===== src/rtl/float_round_pkg.sv =====
// float_round_pkg: shared types and helpers for the float rounding pipeline.
//   rmode_t   - rounding mode encoding. Codes 101..111 are not listed and fall
//               back to round-to-nearest-even.
//   round_up  - decides whether one ulp is added to the truncated mantissa.
package float_round_pkg;

  typedef enum logic [2:0] {
    RNE = 3'b000,
    RTZ = 3'b001,
    RDN = 3'b010,
    RUP = 3'b011,
    RMM = 3'b100
  } rmode_t;

  // l: mantissa LSB, r: round (guard) bit, s: sticky bit, sgn: operand sign
  function automatic logic round_up(input logic l, input logic r, input logic s,
                                    input logic sgn, input rmode_t mode);
    logic up;
    case (mode)
      RNE:     up = r & (s | l);
      RTZ:     up = 1'b0;
      RDN:     up = sgn & (r | s);
      RUP:     up = ~sgn & (r | s);
      RMM:     up = r;
      default: up = r & (s | l);
    endcase
    return up;
  endfunction

endpackage


===== src/rtl/float_round_pipe_stage.sv =====
// float_round_stage: generic valid/ready pipeline register.
// Ports:
//   clk_i, rst_ni      - clock, asynchronous active-low reset
//   valid_i / ready_o  - upstream handshake; ready_o = ~valid | ready_i
//   data_i             - payload from upstream
//   valid_o / ready_i  - downstream handshake
//   data_o             - registered payload, held while valid_o & ~ready_i
module float_round_stage
  import float_round_pkg::*;
#(
  parameter int W = 8
) (
  input  logic         clk_i,
  input  logic         rst_ni,
  input  logic         valid_i,
  output logic         ready_o,
  input  logic [W-1:0] data_i,
  output logic         valid_o,
  input  logic         ready_i,
  output logic [W-1:0] data_o
);

  logic         valid_q;
  logic [W-1:0] data_q;

  assign ready_o = ~valid_q | ready_i;
  assign valid_o = valid_q;
  assign data_o  = data_q;

  always_ff @(posedge clk_i or negedge rst_ni) begin
    if (!rst_ni) begin
      valid_q <= 1'b0;
      data_q  <= '0;
    end else if (ready_o) begin
      valid_q <= valid_i;
      // Data only moves with a real transfer, so the last result stays put
      if (valid_i) data_q <= data_i;
    end
  end

endmodule


===== src/rtl/float_round_pipe.sv =====
// float_round_pipe: two-stage valid/ready rounding stage placed between the
// normaliser and result packing.
//   Stage 1 registers the incremented mantissa (N+1 bits), sign, exponent,
//   inexact (R|S) and the Inf/NaN marker. Stage 2 registers the resolved
//   mantissa/exponent after carry renormalisation and overflow saturation.
// Ports:
//   clk_i, rst_ni                - clock, asynchronous active-low reset
//   in_valid_i / in_ready_o      - input handshake
//   norm_mant_i, norm_exp_i, sign_i, r_i, s_i, rmode_i - operation
//   out_valid_o / out_ready_i    - output handshake
//   round_mant_o, round_exp_o, round_sign_o, inexact_o, overflow_o - result
//   inexact_cnt_o                - saturating count of inexact results
//                                  (only with FLOAT_ROUND_INEXACT_CNT_EN)
// Build option: define FLOAT_ROUND_INEXACT_CNT_EN to add the inexact counter.
module float_round_pipe
  import float_round_pkg::*;
#(
  parameter int N     = 24,
  parameter int EXP   = 8
`ifdef FLOAT_ROUND_INEXACT_CNT_EN
  ,
  parameter int CNT_W = 16
`endif
) (
  input  logic             clk_i,
  input  logic             rst_ni,
  input  logic             in_valid_i,
  output logic             in_ready_o,
  input  logic [N-1:0]     norm_mant_i,
  input  logic [EXP-1:0]   norm_exp_i,
  input  logic             sign_i,
  input  logic             r_i,
  input  logic             s_i,
  input  logic [2:0]       rmode_i,
  output logic             out_valid_o,
  input  logic             out_ready_i,
  output logic [N-1:0]     round_mant_o,
  output logic [EXP-1:0]   round_exp_o,
  output logic             round_sign_o,
  output logic             inexact_o,
  output logic             overflow_o
`ifdef FLOAT_ROUND_INEXACT_CNT_EN
  ,
  output logic [CNT_W-1:0] inexact_cnt_o
`endif
);

  localparam int P1_W = N + 1 + EXP + 3;
  localparam int P2_W = N + EXP + 3;

  // Stage 1 input
  logic            special_d, inex_d, up_d;
  logic [N:0]      sum_d;
  logic [P1_W-1:0] p1_d, p1_q;
  logic            v1_q, rdy2;

  assign special_d = (norm_exp_i == {EXP{1'b1}});
  assign inex_d    = r_i | s_i;
  // Inf/NaN is never incremented, so sum carries the original mantissa through
  assign up_d      = round_up(norm_mant_i[0], r_i, s_i, sign_i, rmode_t'(rmode_i)) & ~special_d;
  assign sum_d     = {1'b0, norm_mant_i} + {{N{1'b0}}, up_d};
  assign p1_d      = {sum_d, norm_exp_i, sign_i, inex_d, special_d};

  float_round_stage #(.W(P1_W)) u_stage1 (
    .clk_i   (clk_i),
    .rst_ni  (rst_ni),
    .valid_i (in_valid_i),
    .ready_o (in_ready_o),
    .data_i  (p1_d),
    .valid_o (v1_q),
    .ready_i (rdy2),
    .data_o  (p1_q)
  );

  // Stage 2 resolution
  logic [N:0]      s1_sum;
  logic [EXP-1:0]  s1_exp;
  logic            s1_sign, s1_inex, s1_special, carry;
  logic [EXP:0]    exp_ext;
  logic            ovf_d;
  logic [N-1:0]    mant_d;
  logic [EXP-1:0]  exp_d;
  logic            inexact_d;
  logic [P2_W-1:0] p2_d, p2_q;

  assign s1_sum     = p1_q[P1_W-1 -: N+1];
  assign s1_exp     = p1_q[EXP+2:3];
  assign s1_sign    = p1_q[2];
  assign s1_inex    = p1_q[1];
  assign s1_special = p1_q[0];
  assign carry      = s1_sum[N];

  // One extra exponent bit so the increment can never wrap
  assign exp_ext = {1'b0, s1_exp} + {{EXP{1'b0}}, carry};

  always_comb begin
    mant_d    = s1_sum[N-1:0];
    exp_d     = exp_ext[EXP-1:0];
    ovf_d     = 1'b0;
    inexact_d = s1_inex;
    if (s1_special) begin
      exp_d     = s1_exp;
      inexact_d = 1'b0;
    end else begin
      if (carry) mant_d = {1'b1, {(N-1){1'b0}}};
      if (exp_ext == {1'b0, {EXP{1'b1}}}) begin
        ovf_d     = 1'b1;
        mant_d    = {1'b1, {(N-1){1'b0}}};
        exp_d     = {EXP{1'b1}};
        inexact_d = 1'b1;
      end
    end
  end

  assign p2_d = {mant_d, exp_d, s1_sign, inexact_d, ovf_d};

  float_round_stage #(.W(P2_W)) u_stage2 (
    .clk_i   (clk_i),
    .rst_ni  (rst_ni),
    .valid_i (v1_q),
    .ready_o (rdy2),
    .data_i  (p2_d),
    .valid_o (out_valid_o),
    .ready_i (out_ready_i),
    .data_o  (p2_q)
  );

  assign round_mant_o = p2_q[P2_W-1 -: N];
  assign round_exp_o  = p2_q[EXP+2:3];
  assign round_sign_o = p2_q[2];
  assign inexact_o    = p2_q[1];
  assign overflow_o   = p2_q[0];

`ifdef FLOAT_ROUND_INEXACT_CNT_EN
  logic [CNT_W-1:0] cnt_q;

  always_ff @(posedge clk_i or negedge rst_ni) begin
    if (!rst_ni) begin
      cnt_q <= '0;
    end else if (out_valid_o && out_ready_i && inexact_o && (cnt_q != {CNT_W{1'b1}})) begin
      cnt_q <= cnt_q + {{(CNT_W-1){1'b0}}, 1'b1};
    end
  end

  assign inexact_cnt_o = cnt_q;
`endif

endmodule


===== config.mk =====
export PLATFORM = sky130hd
export DESIGN_NAME = float_round_pipe
export DESIGN_NICKNAME = d
export VERILOG_FILES = /design/src/rtl/float_round_pkg.sv /design/src/rtl/float_round_pipe_stage.sv /design/src/rtl/float_round_pipe.sv
export SDC_FILE = /design/constraint.sdc
export NUM_CORES = 1
export LEC_CHECK = 0
export CAP_MARGIN = 20
export CORE_AREA = 4 4 92 94
export DETAILED_ROUTE_END_ITERATION = 12
export DIE_AREA = 0 0 96 98
export GPL_TIMING_DRIVEN = 0
export HOLD_SLACK_MARGIN = 0.15
export PLACE_DENSITY = 0.87
export SLEW_MARGIN = 40
export SYNTH_ARGS = -nofsm -noshare
export SYNTH_HDL_FRONTEND = slang
export SYNTH_SLANG_ARGS = --single-unit

===== constraint.sdc =====
create_clock -name clk_i -period 2.28 [get_ports clk_i]
set_input_delay 0.456 -clock clk_i [delete_from_list [all_inputs] [get_ports clk_i]]
set_output_delay 0.456 -clock clk_i [all_outputs]
set_load 0.01 [all_outputs]

* Yosys cells after proc, flatten, opt, wreduce, memory -nomap -nowiden
Cells that the tools add are included.
Widths: inputs -> output; s select.
** Cells by class
- Add/sub/neg operators :: 2
- Equality and inequality tests :: 6
- Muxes and demuxes :: 10
- Bitwise gates (word level) :: 12
- Reductions and logical operators :: 2
** Operator list (number)
- $mux 24 :: 3
- $add 24x1->25 :: 1
- $mux 8 :: 2
- $add 8x1->9 :: 1
- $eq 9x8->1 const B :: 1
- $eq 8x8->1 const B :: 1
- $eq 3x2->1 const B :: 2
- $and 1x1->1 :: 4
- $mux 1 :: 4
- $not 1->1 :: 4
- $or 1x1->1 :: 4
- $pmux 1 s4 :: 1
- $reduce_and 2->1 :: 2
- $eq 3x1->1 const B :: 1
- $eq 3x3->1 const B :: 1
** Storage, ports and cells
- Register bits :: 73
- Input bits :: 42
- Output and inout port bits :: 37
- Word-level logic and storage cells :: 36

* Logic depth before layout (Yosys ltp)
- Depth in word-level cells :: 5
- Mapped depth :: 10
- Depth with buffers taken out :: 10

* Hierarchy
A second synthesis with hierarchy kept.
** Second synthesis, totals
- Cell total of the unflattened synthesis :: 326
- Area, all modules :: 4105.2 µm²
** Modules (own cells, without submodules)
- float_round_stage at u_stage1 :: times used 1, cells each 79, area each 1508.9 µm², seq. area each 925.9 µm²
- float_round_stage at u_stage2 :: times used 1, cells each 77, area each 1472.7 µm², seq. area each 900.9 µm²
- float_round_pipe :: times used 1, cells each 170, area each 1123.6 µm², seq. area each 0.0 µm²

* Worst setup path after synthesis
OpenSTA, ideal clock, no wires.
- Path kind :: input to register
- Start :: input sign_i
- End :: register u_stage1.data_q[27], in the netlist u_stage1.data_o[27]
- Data arrival time :: 2.265 ns
- Data required time :: 2.198 ns
- Setup slack :: -0.067 ns
- Stages :: 10
- Path buffers :: 0
- Path through :: xnor2_1 > nor4b_1 > a21oi_1 > nor2_1 > ha_1 > ha_1 > and2_1 > nand2_1 > or4_1 > a31oi_1
** Between the ends
- Longest elaborated chain between the ends :: 5
- Elaborated cells between the ends (all ways) :: 6
- Those cells by class :: add/sub: 1; mux: 1; bitwise: 4
** Ends and longest elaborated chain
- from (decl) :: RTL line float_round_pipe.sv:31 : input logic sign_i,
- $not 1->1 :: RTL line float_round_pkg.sv:23 : RUP: up = ~sgn & (r | s);
- $and 1x1->1 :: RTL line float_round_pkg.sv:23
- $pmux 1 s4 (*) :: RTL line float_round_pkg.sv:19 : case (mode)
- $and 1x1->1 (*) :: RTL line float_round_pipe.sv:60 : assign up_d = round_up(norm_mant_i[0], r_i, s_i, sign_i, rmode_t'(rmode_i)) & ~special_d;
- $add 24x1->25 (*) :: RTL line float_round_pipe.sv:61 : assign sum_d = {1'b0, norm_mant_i} + {{N{1'b0}}, up_d};
- to (signal assigned) :: RTL line float_round_pipe_stage.sv:37 : if (valid_i) data_q <= data_i;
- to (decl) :: RTL line float_round_pipe_stage.sv:24 : logic [W-1:0] data_q;
Mark *: on every way between the ends. The rest lies on a longest branch, timed or not.
A chain may end at the register's enable or synchronous reset.

* Worst setup path in the final report
- Start :: input rmode_i[0]
- End :: register u_stage1.data_q[28], in the netlist u_stage1.data_o[28]
** Between the ends
- Longest elaborated chain between the ends :: 4
- Elaborated cells between the ends (all ways) :: 7
- Those cells by class :: add/sub: 1; eq/ne: 4; mux: 1; bitwise: 1
** Ends and longest elaborated chain
- from (decl) :: RTL line float_round_pipe.sv:34 : input logic [2:0] rmode_i,
- $eq 3x3->1 (tied with other cells) :: RTL line float_round_pkg.sv:19
- $pmux 1 s4 (*) :: RTL line float_round_pkg.sv:19
- $and 1x1->1 (*) :: RTL line float_round_pipe.sv:60
- $add 24x1->25 (*) :: RTL line float_round_pipe.sv:61
Marks and branches as above.

==> results.tsv <==
stage	metric	value	unit
logic_synthesis	synth_edf_count	0	
worst_hold_path	min_from	norm_exp_i[0]	
logic_synthesis	ys_seq_elements	73	
logic_synthesis	synthSimpleGateAreaFrac	25.8	%
critical_path	critPathLaunchType	primary input	
global_route	first_global_vias	3557	
critical_path	cp_slowest_cell	or4_1	
critical_path	end_kind	register	
die	coreArea	7650	sq um
pwr	power	0.00371	W
drt	drcViolationCount	0	
critical_path	path_buf_inv	2	
sta	slew_headroom	65.2	%
finish	final_nets	547	
logic_synthesis	synth_fa_ha_area_share	1.33	%
pwr	leakagePower	2.15	nW
critical_path	critPathTopFamily	simple AND/OR/NAND/NOR gates	
clock_tree	clockBufferDepth	2	
die	die_x	96	um
finish	fin_cells	608	
drt	drtPass1Iterations	5	
critical_path	crit_path_max_incr_delay	510	ps
logic_synthesis	yosysSeqAreaShare	48.5	%
clock_tree	path_clk_slew	70	ps
die	start_util	49.3	%
drt	wirelength	9.86	mm
clock_tree	root_buffer	clkbuf_8	
critical_path	timing.rr.start	u_stage1.data_o[35]	
placement	dp.cells	587	
drt	num_vias	3523	
logic_synthesis	async_flop_share	100	%
finish	area_growth	33.9	%
critical_path	crit_chain	clkdlybuf4s15_2 > xnor2_2 > nor4b_4 > a21oi_2 > nor2_2 > ha_4 > nand3_4 > nand2b_4 > buf_6 > or4_1 > a31oi_1	
critical_path	crit_path_start	rmode_i[0]	
sta	final_max_slew_viol_count	0	
worst_hold_path	worstHoldPathType	primary input to register	
die	die-area	9410	sq um
drt	first_iter_violations	196	
clock_tree	cts_buffers	9	
sta	final_hold_viol_count	0	
clock_tree	worstSkewPairLatency	360	ps
global_route	antenna_found_initial	0	
critical_path	cp.arrival	2510	ps
logic_synthesis	yosys_warnings	0	
critical_path	cp.required	2550	ps
logic_synthesis	syn_inst	406	
sta	finalSetupViolations	0	
pwr	ir_worst_vdd	297	uV
critical_path	path_max_fanout	9	
logic_synthesis	synth_compound_area_share	14.3	%
drt	avgRoutedWirePerCell	16.2	um
drt	via_per_inst	5.79	
logic_synthesis	synth_top_family_by_area	simple AND/OR/NAND/NOR gates	
die	row_count	32	
drt	drtAntennaViolNets	0	
sta	worst_pin_slew	522	ps
logic_synthesis	ys_types	44	
critical_path	worstSetupPathType	primary input to register	
global_route	grtUsageTotal	22.7	%
sta	min_period	2230	ps
job	max-cap-violations	0	
logic_synthesis	synthTopCellsByArea	dfrtp_1, nand2_1, nand4_1	
sta	fmax	0.448	GHz
logic_synthesis	syn_area	3770	sq um
logic_synthesis	avgSynthCellArea	9.29	sq um
logic_synthesis	yosysTopAreaCell	dfrtp_1	
logic_synthesis	synth_top_area_share	48.5	%
global_route	grt_pass1_wl	16.8	mm
sta	rsz0062_at_grt	yes	
clock_tree	tritoncts	done	
placement	numPortBuffers	78	
clock_tree	clkSinkCount	73	
sta	fin_skew	10.1	ps
pwr	power_density	735	nW/um^2
logic_synthesis	synthesis.nets	452	
outcome	status	finished, final reports clean	
logic_synthesis	synth-xor-area-share	4.18	%
finish	diodes	0	
global_route	grt_max_degree	48	
placement	place_congestion	0.836	
logic_synthesis	synth_mux_area_share	1.39	%
global_route	grt_remaining_overflow	0	
finish	layout-drive-gt1-share	12.5	%
die	io_pins	79	
die	die_y	98	um
sta	finalCritPeriodShare	98.0	%
logic_synthesis	synth_flop_cell	dfrtp_1	
clock_tree	htreeDepth	3	
placement	hpwl	7.34	mm
worst paths after layout:
kind / to / slack, ps / cells after the start
setup / recovery: u_stage1.data_o[28] / 50 / 11
hold / removal: u_stage1.data_o[3] / 350 / 3
setup reg to reg: u_stage2.data_o[31] / 130 / 8
hold reg to reg: u_stage2.data_o[7] / 480 / 2
max in group asynchronous: u_stage2.data_o[34] / 1260 / 3
min in group asynchronous: u_stage2.data_o[5] / 520 / 2
worst min-delay path: stages:
cell	delay, ps
dlymetal6s2s_1	100
nand2_1	60
nand2_1	50
final cells by class:
class / count / area (sq um)
tap: 102 / 128
timing repair buffer: 84 / 837
clock inverter: 7 / 101
multi-input combinational: 298 / 1860
buffer: 30 / 154
inverter: 5 / 18.8
fill: 593 / 2600
clock buffer: 9 / 124
sequential: 73 / 1830
per-layer routing:
layer | GRT usage, % | routed length [um] | vias to the layer above | share of wire [%]
met5 | 0 | 0 | - | 0
met4 | 10.7 | 242 | 0 | 2.5
met3 | 4.55 | 636 | 23 | 6.4
met2 | 37.2 | 4880 | 138 | 49
met1 | 28.3 | 4110 | 1701 | 42
li1 | - | - | 1661 | -
cells in the mapped netlist, types with 2 or more instances:
cell type / count
buf_6: 4
xnor2_1: 11
mux2i_1: 3
nand3b_1: 3
nor4b_1: 2
nor2_1: 17
nand3_2: 2
o31ai_1: 9
nor3_1: 6
nand4_1: 34
and4_1: 4
mux2_2: 2
a22oi_1: 23
xor2_1: 7
ha_1: 4
clkbuf_1: 18
a31o_2: 2
a21oi_1: 2
nand2b_1: 3
a31oi_1: 9
nor3b_1: 3
and3b_1: 2
nand2_1: 92
buf_2: 7
dfrtp_1: 73
o21ai_0: 24
inv_1: 5
or4_1: 8
nand3_1: 12
logic make-up after synthesis:
logic type | after synthesis
buf+inv | 35
mux | 5
simple gates | 194
compound gates | 77
fa+ha+maj | 4
flops | 73
xor+xnor | 18
report_power, final:
group	leakage, nW	switching (W)	total (W)	internal, W
clock network	0.106	0.000514	0.00114	0.000625
registers	0.888	0.000139	0.00164	0.00150
logic	1.15	0.000456	0.000928	0.000473
cells in the final DEF (no fill, tap or decap), types with 4 or more instances in the layout:
master	Yosys	routed
nand2_1	92	91
dfrtp_1	73	73
clkdlybuf4s50_1	0	66
nand4_1	34	34
o21ai_0	24	24
a22oi_1	23	23
clkbuf_1	18	17
nor2_1	17	14
nand3_1	12	12
xnor2_1	11	10
o31ai_1	9	9
a31oi_1	9	9
clkbuf_8	0	9
buf_2	7	7
xor2_1	7	7
or4_1	8	7
nor3_1	6	6
clkbuf_2	0	6
inv_1	5	5
buf_6	4	5
and4_1	4	4
buf_4	0	4
metrics by stage:
step | area (sq um) | setup slack [ps] | setup TNS (ps) | hold slack (ps) | utilization, %
6_report | 5050 | 45.5 | 0 | 351 | 66.0
5_1_grt | 5050 | -64.3 | -122 | 373 | 66.0
4_1_cts | 5030 | 4.86 | 0 | 424 | 65.8
3_5_place_dp | 4710 | -865 | -22460 | 335 | 61.6
3_3_place_gp | 4680 | -1510 | -127090 | 456 | 61.2
2_1_floorplan | 3770 | 11.2 | 0 | 160 | -
state kept, by name (all words and copies together) (netlist names):
name,cells
u_stage1.data_o,36
u_stage2.data_o,35
u_stage1.valid_o,1
u_stage2.valid_o,1
what timing repair did:
action                                  4_1_cts  5_1_grt
hold buffers                                  1        0
endpoints found under the setup margin       40       32
setup buffers                                 4        0
gates resized for setup                      24       18
endpoints found under the hold margin        26        0
pin swaps                                     8        8
(Power assumes the default switching activity.)
